<file path="src/rtl/bin2bcd_pkg.sv">
// ---------------------------------------------------------------------------
// bin2bcd_pkg
// Shared definitions for the sequential binary-to-BCD converter:
//   - FSM state encoding (IDLE / SHIFT / DONE)
//   - BCD digit width
//   - shift-and-add-3 adjust threshold and offset
// ---------------------------------------------------------------------------
package bin2bcd_pkg;

    typedef enum logic [1:0] {
        S_IDLE  = 2'd0,
        S_SHIFT = 2'd1,
        S_DONE  = 2'd2
    } state_t;

    localparam int BCD_W = 4;

    // A digit of 5 or more doubles past 9, so it is pre-corrected by +3.
    localparam logic [3:0] ADJ_THRESH = 4'd5;
    localparam logic [3:0] ADJ_OFFSET = 4'd3;

endpackage

</file>
<file path="src/rtl/bcd_digit_adj.sv">
// ---------------------------------------------------------------------------
// bcd_digit_adj
// Combinational per-digit correction cell for double-dabble conversion.
// Adds 3 to a BCD digit that is 5 or more, so the following left shift
// carries correctly into the next decimal digit.
// Ports:
//   digit_i  in   4  scratch BCD digit before the shift
//   digit_o  out  4  corrected digit (4-bit wrap, no carry out)
// ---------------------------------------------------------------------------
module bcd_digit_adj
    import bin2bcd_pkg::*;
(
    input  logic [3:0] digit_i,
    output logic [3:0] digit_o
);

    assign digit_o = (digit_i >= ADJ_THRESH) ? (digit_i + ADJ_OFFSET) : digit_i;

endmodule

</file>
<file path="src/rtl/bin2bcd_seq.sv">
// ---------------------------------------------------------------------------
// bin2bcd_seq
// Sequential binary-to-BCD converter, one bit per clock (double dabble).
// A start pulse in IDLE captures bin; WIDTH shift cycles later the result
// appears on bcd together with a one-cycle done strobe.
// Optional feature macro: BIN2BCD_BLANK_EN adds the registered leading-zero
// mask output blank.
// Ports:
//   clk    in   1          system clock, rising edge
//   rst    in   1          asynchronous, active-high reset
//   start  in   1          conversion request, sampled only in IDLE
//   bin    in   WIDTH      binary operand, captured on accepted start
//   busy   out  1          high while state is not IDLE
//   done   out  1          one-cycle result-valid strobe
//   bcd    out  4*DIGITS   packed BCD, ones digit in bcd[3:0]
//   blank  out  DIGITS     leading-zero mask (BIN2BCD_BLANK_EN only)
// ---------------------------------------------------------------------------
module bin2bcd_seq
    import bin2bcd_pkg::*;
#(
    parameter int WIDTH  = 8,
    parameter int DIGITS = 3
) (
    input  logic                    clk,
    input  logic                    rst,
    input  logic                    start,
    input  logic [WIDTH-1:0]        bin,
    output logic                    busy,
    output logic                    done,
    output logic [BCD_W*DIGITS-1:0] bcd
`ifdef BIN2BCD_BLANK_EN
    ,
    output logic [DIGITS-1:0]       blank
`endif
);

    localparam int CW  = $clog2(WIDTH + 1);
    localparam int SCR = BCD_W * DIGITS;
    localparam int SW  = SCR + WIDTH;

    state_t          state_q, state_d;
    logic [CW-1:0]   count_q, count_d;
    logic [SW-1:0]   shreg_q, shreg_d;
    logic [SCR-1:0]  bcd_q, bcd_d;
    logic [SCR-1:0]  adj_w;
    logic [SW-1:0]   shifted;

    // One correction cell per scratch digit, reused on every shift cycle.
    for (genvar g = 0; g < DIGITS; g++) begin : g_adj
        bcd_digit_adj u_adj (
            .digit_i (shreg_q[WIDTH + g*BCD_W +: BCD_W]),
            .digit_o (adj_w[g*BCD_W +: BCD_W])
        );
    end

    // Adjust first, then shift; the top bit of the register falls off.
    assign shifted = {adj_w, shreg_q[WIDTH-1:0]} << 1;

    // Next-state logic: load on start, shift WIDTH times, then present the
    // result for exactly one DONE cycle. start is ignored outside IDLE.
    always_comb begin
        state_d = state_q;
        count_d = count_q;
        shreg_d = shreg_q;
        bcd_d   = bcd_q;
        case (state_q)
            S_IDLE: begin
                if (start) begin
                    shreg_d = {{SCR{1'b0}}, bin};
                    count_d = '0;
                    state_d = S_SHIFT;
                end
            end
            S_SHIFT: begin
                shreg_d = shifted;
                count_d = count_q + CW'(1);
                // Last shift: publish the scratch digits on the same edge.
                if (count_q == CW'(WIDTH - 1)) begin
                    state_d = S_DONE;
                    bcd_d   = shifted[SW-1:WIDTH];
                end
            end
            S_DONE: begin
                state_d = S_IDLE;
            end
            default: begin
                state_d = S_IDLE;
            end
        endcase
    end

    // State, counter, shift register and result register. Reset discards
    // any conversion in flight.
    always_ff @(posedge clk or posedge rst) begin
        if (rst) begin
            state_q <= S_IDLE;
            count_q <= '0;
            shreg_q <= '0;
            bcd_q   <= '0;
        end else begin
            state_q <= state_d;
            count_q <= count_d;
            shreg_q <= shreg_d;
            bcd_q   <= bcd_d;
        end
    end

    assign busy = (state_q != S_IDLE);
    assign done = (state_q == S_DONE);
    assign bcd  = bcd_q;

`ifdef BIN2BCD_BLANK_EN
    logic [DIGITS-1:0] blank_q, blank_d;
    logic              zeroAbove;

    // Blank a digit when it and every higher digit are zero. Derived from
    // bcd_d so the mask always tracks the registered result; the ones digit
    // is never blanked so a zero value still shows "0".
    always_comb begin
        blank_d   = '0;
        zeroAbove = 1'b1;
        for (int i = DIGITS - 1; i >= 1; i--) begin
            zeroAbove  = zeroAbove && (bcd_d[i*BCD_W +: BCD_W] == 4'd0);
            blank_d[i] = zeroAbove;
        end
        blank_d[0] = 1'b0;
    end

    // Mask register, reset to the pattern matching a zero result.
    always_ff @(posedge clk or posedge rst) begin
        if (rst) begin
            blank_q <= {{(DIGITS-1){1'b1}}, 1'b0};
        end else begin
            blank_q <= blank_d;
        end
    end

    assign blank = blank_q;
`endif

endmodule

</file>
<file path="config.mk">
export PLATFORM = sky130hd
export DESIGN_NAME = bin2bcd_seq
export DESIGN_NICKNAME = d
export VERILOG_FILES = /design/src/rtl/bin2bcd_pkg.sv /design/src/rtl/bcd_digit_adj.sv /design/src/rtl/bin2bcd_seq.sv
export SDC_FILE = /design/constraint.sdc
export NUM_CORES = 1
export LEC_CHECK = 0
export ABC_AREA = 0
export BUFFER_PORTS_ARGS = -buffer_cell sky130_fd_sc_hd__buf_2
export CORE_AREA = 2 2 73 57
export CTS_BUF_LIST = sky130_fd_sc_hd__clkbuf_4 sky130_fd_sc_hd__clkbuf_8 sky130_fd_sc_hd__clkbuf_16
export CTS_CLUSTER_SIZE = 12
export DETAILED_ROUTE_END_ITERATION = 8
export DIE_AREA = 0 0 75 59
export HOLD_SLACK_MARGIN = 0.1
export PLACE_DENSITY = 0.73
export RECOVER_POWER = 50
export SLEW_MARGIN = 20
export SYNTH_ARGS = -nofsm -noshare
export SYNTH_HDL_FRONTEND = slang
export SYNTH_SLANG_ARGS = --single-unit
</file>
<file path="constraint.sdc">
create_clock -name clk -period 1.4 [get_ports clk]
set_input_delay 0.28 -clock clk [delete_from_list [all_inputs] [get_ports clk]]
set_output_delay 0.28 -clock clk [all_outputs]
set_load 0.05 [all_outputs]
</file>
# After elaboration in Yosys (flattened, before gate mapping)
# Index checks and enable logic that the tools add are counted.
dict set report word_totals {
  word_cells 32
  input_bits 11
  ff_bits 38
}
dict set report classes {
  n_lt_le_gt_ge 3
  addsub 4
  muxes 10
  n_eq_ne 5
  n_reduce_logical 6
}
# op count
set op_table {}
lappend op_table {{20-bit case mux with 2 select lines} 1}
lappend op_table {{20-bit two-way mux} 1}
lappend op_table {{4-bit by 3-bit greater-or-equal comparator with 1-bit output (second input constant)} 3}
lappend op_table {{4-bit two-way mux} 3}
lappend op_table {{4-bit by 2-bit adder with 4-bit output (second input constant)} 2}
lappend op_table {{4-bit case mux with 2 select lines} 1}
lappend op_table {{2-bit AND reduction} 3}
lappend op_table {{4-bit by 1-bit adder with 4-bit output (second input constant)} 1}
lappend op_table {{4-bit by 3-bit == test with 1-bit output (second input constant)} 1}
lappend op_table {{2-bit two-way mux} 2}
lappend op_table {{2-bit inequality test (second input constant)} 2}
lappend op_table {{2-bit case mux with 2 select lines} 1}
lappend op_table {{2-bit nonzero test} 2}
lappend op_table {{3-bit by 2-bit adder with 3-bit output (second input constant)} 1}
lappend op_table {{3-bit two-way mux} 1}
lappend op_table {{2-bit by 1-bit == test with 1-bit output (second input constant)} 1}
lappend op_table {{2-bit == test (second input constant)} 1}
lappend op_table {{2-bit zero test} 1}

# Longest topological paths before layout
dict set report logic_depth {
  word_depth 3
  mapped_depth 6
  ltp_nobuf 6
}

# Modules after synthesis
# From an unflattened synthesis, not the netlist that was laid out.
dict set report unflattened {
  hier_cells 170
  hier_area_um2 1856.8
}
# mod instances area_each_um2 cells_per_inst seq_area_each_um2
set modules_own_cells {}
lappend modules_own_cells {bin2bcd_seq 1 1552.7 122 950.9}
lappend modules_own_cells {bcd_digit_adj 3 101.3 16 0.0}

# Worst setup path before layout
# No wires, ideal clock.
dict set report synth_timing {
  path_kind {register to output}
  from {reg state_q[1]}
  to {out done}
  stages_incl_launch_ff 4
  arrival_ns 1.454
  slack_ns -0.334
  path_buffers 2
  path_cell_list {dfrtp_1 buf_2 clkbuf_1 nor2b_1}
}
dict set report synth_via {
  elab_chain_len 1
}
# item line
set synth_lines {}
lappend synth_lines {{start: declaration} bin2bcd_seq.sv:41} ;# state_t state_q, state_d;
lappend synth_lines {{start signal: assignment} bin2bcd_seq.sv:101} ;# state_q <= state_d;
lappend synth_lines {{2-bit == test} bin2bcd_seq.sv:109} ;# assign done = (state_q == S_DONE);
lappend synth_lines {{end: declaration} bin2bcd_seq.sv:29} ;# output logic done,
# Every way passes these cells.

# Worst setup path in the final report
dict set report layout_timing {
  from {reg state_q[0]}
  to {out busy}
}
dict set report layout_via {
  elab_chain_len 1
}
# item line
set layout_lines {}
lappend layout_lines {{2-bit nonzero test} bin2bcd_seq.sv:108} ;# assign busy = (state_q != S_IDLE);
lappend layout_lines {{end: declaration} bin2bcd_seq.sv:28} ;# output logic busy,
# Every way passes these cells.

==> summary.md <==
| Metric | Value |
|---|---|
| Largest net degree at the start of global routing | `39` |
| Worst min path class | `in -> async` |
| Worst Tran Pin Value | `0.9536 ns` |
| Die W | `75 um` |
| Worst hold slack | `0.2737 ns` |
| Post-route antenna net violation count | `0` |
| CTS tree | `yes` |
| Final setup margin | `-0.1121 ns` |
| Syn Std Cell Area | `1828 um2` |
| Largest area contributor in the synthesized netlist | `dfrtp_1` |
| Top post-synthesis cells by area | `dfrtp_1 52%, o21ai_0 6.8%, ha_1 4.8%` |
| Sequential share of the synthesized area | `0.5202` |
| CP Capture Type | `output port` |
| Leakage | `1.194 nW` |
| Total of max-cap violations | `0` |
| I/O pin total | `25` |
| Clk root buf | `clkbuf_8` |
| Slew Limit Fails | `0` |
| Layout Nets | `259` |
| Minimum clock period | `1.512 ns` |
| First-pass GRT wire length | `7452 um` |
| Num Clock Sinks | `38` |
| Final Util | `0.7269` |
| GP Congestion | `0.7910` |
| Worst clock skew | `0.01278 ns` |
| Outcome | `finished with violations` |
| Simple-gate share of the synthesized area | `0.1691` |
| Rel. slew slack | `0.3643` |
| Post-Synthesis Cells | `181` |
| Core area | `3637 um2` |
| Unrepaired setup endpoints after global routing | `yes` |
| Syn_area_per_cell | `10.10 um2` |
| Register bit total from synthesis | `38` |
| Vias/cell | `5.353` |
| Failing checks | `setup timing` |
| F_max | `661.3 MHz` |
| Starting Density | `0.5026` |
| Cell Int Power | `0.003769 W` |
| Final Hold Fails | `0` |
| CTS buffer count | `5` |
| Pwr/cell area | `2514 nW/um2` |
| Area growth, synth to finish | `44.63%` |
| Unique masters post-synth | `27` |
| Clk_lat worst skew | `0.29 ns` |
| Clock buffer depth | `2` |
| Switching Fraction | `0.4331` |
| CP Data Required Time | `1.12 ns` |
| Number of port buffers | `24` |
| VDD IR max | `1.653 mV` |
| Largest family of logic cells by synthesized area | `simple AND/OR/NAND/NOR gates` |
| Top-area cell type share of the netlist area | `0.5202` |
| Die area | `4425 um2` |
| Setup Viol. Count Final | `9` |
| Rows | `19` |
| Htree depth | `2` |
| Chip height | `59 um` |
| Sw power | `0.002879 W` |
| Net Count, Synth | `199` |
| Vias in the first global route | `1,608` |
| Layout cell share with drive strength beyond 1 | `0.4833` |
| Worst EP arrival | `1.23 ns` |
| Final period utilization | `1.080` |
| DP HPWL | `2836 um` |
| Initial drt markers | `119` |
| Vias after detailed routing | `1,563` |
| Total wire length | `4645 um` |
| N_diodes | `0` |
| Compound-Gate Fraction of Synth Area | `0.1663` |
| Initial antenna violation count | `0` |
| Crit path max fanout | `4` |
| Flop pwr share | `0.301` |
| Mux cell area share after synthesis | `0.04312` |
| DRC viols | `0` |
| Gate power share | `0.585` |
| WS Path Type | `reg -> out` |
| Gr usage total | `0.2302` |
| Grt ovf | `0` |
| Initial DRT Pass Iterations | `4` |
| WL/cell | `15.91 um` |
| # fillers | `251` |
| Clk pwr share | `0.114` |
| Post-synthesis adder-cell area fraction | `0.04791` |
| Clock transition at path regs | `0.08 ns` |
| Startpoint types | `flop` |
| Synth Warn # | `0` |
| XOR/XNOR share of the synthesized area | `0.01437` |
==> final cells by class <==
| cell class | count | area [um2] | area share |
|---|---|---|---|
| multi-input cells | 127 | 1041 | 0.3938 |
| flip-flops and latches | 38 | 954.7 | 0.3611 |
| repair buffers | 61 | 467.9 | 0.1770 |
| clock buffers | 6 | 82.58 | 0.03124 |
| well taps | 52 | 65.06 | 0.02461 |
| inverters | 8 | 32.53 | 0.01230 |
==> cell families after synthesis <==
group | count (synthesis)
flops | 38
fa+ha+maj | 7
mux | 7
compound gates | 54
buf+inv | 16
simple gates | 56
xor+xnor | 3
==> worst paths after layout <==
path	from	endpoint	slack [ns]	depth (start not counted)
worst max-delay path	state_q[0]	busy	-0.11	3
worst min-delay path	rst	shreg_q[2]	0.27	3
worst max register to register	shreg_q[12]	bcd[6]	-0.07	5
worst min register to register	shreg_q[5]	shreg_q[5]	0.50	2
max in group asynchronous	rst	shreg_q[16]	0.47	3
min in group clk	bin[0]	shreg_q[0]	0.39	5
==> repair_timing <==
| item | in CTS | in global routing |
|---|---|---|
| cloned | 0 | 1 |
| hold buffers | 0 | 0 |
| pin swaps | 11 | 6 |
| setup endpoints to repair | 20 | 29 |
| buffers inserted | 11 | 2 |
| gates resized for setup | 34 | 28 |
| hold endpoints to repair | 0 | 0 |
==> power by group through the flow <==
stage                     clock network (W)  logic [W]  registers, W
after floorplan                           0    0.00162       0.00249
after global placement                    0    0.00296       0.00193
after detailed placement                  0    0.00307       0.00196
after CTS                          0.000759    0.00359       0.00194
after global routing               0.000806    0.00419       0.00206
final                              0.000757    0.00389       0.00200
==> sequential cells by signal (all words and copies together), names as in the netlist <==
signal / cells
shreg_q: 20
bcd: 12
count_q: 4
state_q: 2
==> cell usage after synthesis <==
master / n
a21oi_1: 17
nor2b_1: 2
or2_2: 1
and2b_1: 1
nand2_1: 20
or3b_2: 2
dfrtp_1: 38
a21o_1: 1
nand4b_4: 1
nand3_1: 1
inv_1: 8
nand2b_1: 4
buf_2: 6
nor3_1: 4
nor2_1: 10
o31ai_1: 1
nor2_4: 1
mux2_2: 7
xnor2_1: 3
buf_4: 1
o21ai_0: 25
clkbuf_1: 1
nor3b_1: 9
o21bai_1: 1
a31oi_1: 3
a22o_1: 6
ha_1: 7
==> stage by stage <==
| step | setup TNS, ns | instances | instance area [um2] | power, W | setup WS (ns) |
|---|---|---|---|---|---|
| after floorplan | -0.07035 | 181 | 1896 | 0.004104 | -0.06495 |
| after global placement | -0.2846 | 272 | 2225 | 0.004882 | -0.07418 |
| after detailed placement | -0.8747 | 272 | 2225 | 0.005030 | -0.1084 |
| after CTS | -0.4165 | 289 | 2521 | 0.006283 | -0.1064 |
| after global routing | -1.140 | 292 | 2644 | 0.007060 | -0.1307 |
| final | -0.4543 | 292 | 2644 | 0.006648 | -0.1121 |
==> placed cells by master, fill, tap and decap left out, types with 2 or more instances in the layout <==
cell type / count
inv_1: 3
nor3_1: 4
o21ai_1: 8
nand2b_4: 3
mux2_4: 7
buf_4: 29
a22o_1: 6
o21ai_2: 3
dfrtp_2: 3
a21oi_1: 12
clkbuf_8: 6
nor2_2: 2
or3b_2: 2
xnor2_2: 3
buf_2: 22
nor3b_2: 3
nand2_1: 20
buf_6: 4
ha_4: 5
a21oi_4: 4
ha_2: 2
buf_8: 3
nor2_1: 8
inv_2: 4
a31oi_1: 3
dfrtp_1: 35
o21ai_0: 14
nor3b_1: 6
==> layer usage <==
metal  GRT usage  vias to the layer above  share of wire  wire length, um
met5           0                        -              0                0
met4      0.1046                        0         0.0099               46
met3     0.04762                        6          0.034              159
met2      0.3709                       32           0.52             2402
met1      0.3006                      779           0.44             2037
li1            -                      746              -                -
==> worst max-delay path, cell delays in order (launching register included) <==
cell	delay, ns
dfrtp_2	0.43
buf_6	0.14
or2_4	0.23
buf_8	0.15
Power figures use the tool's default switching activity.
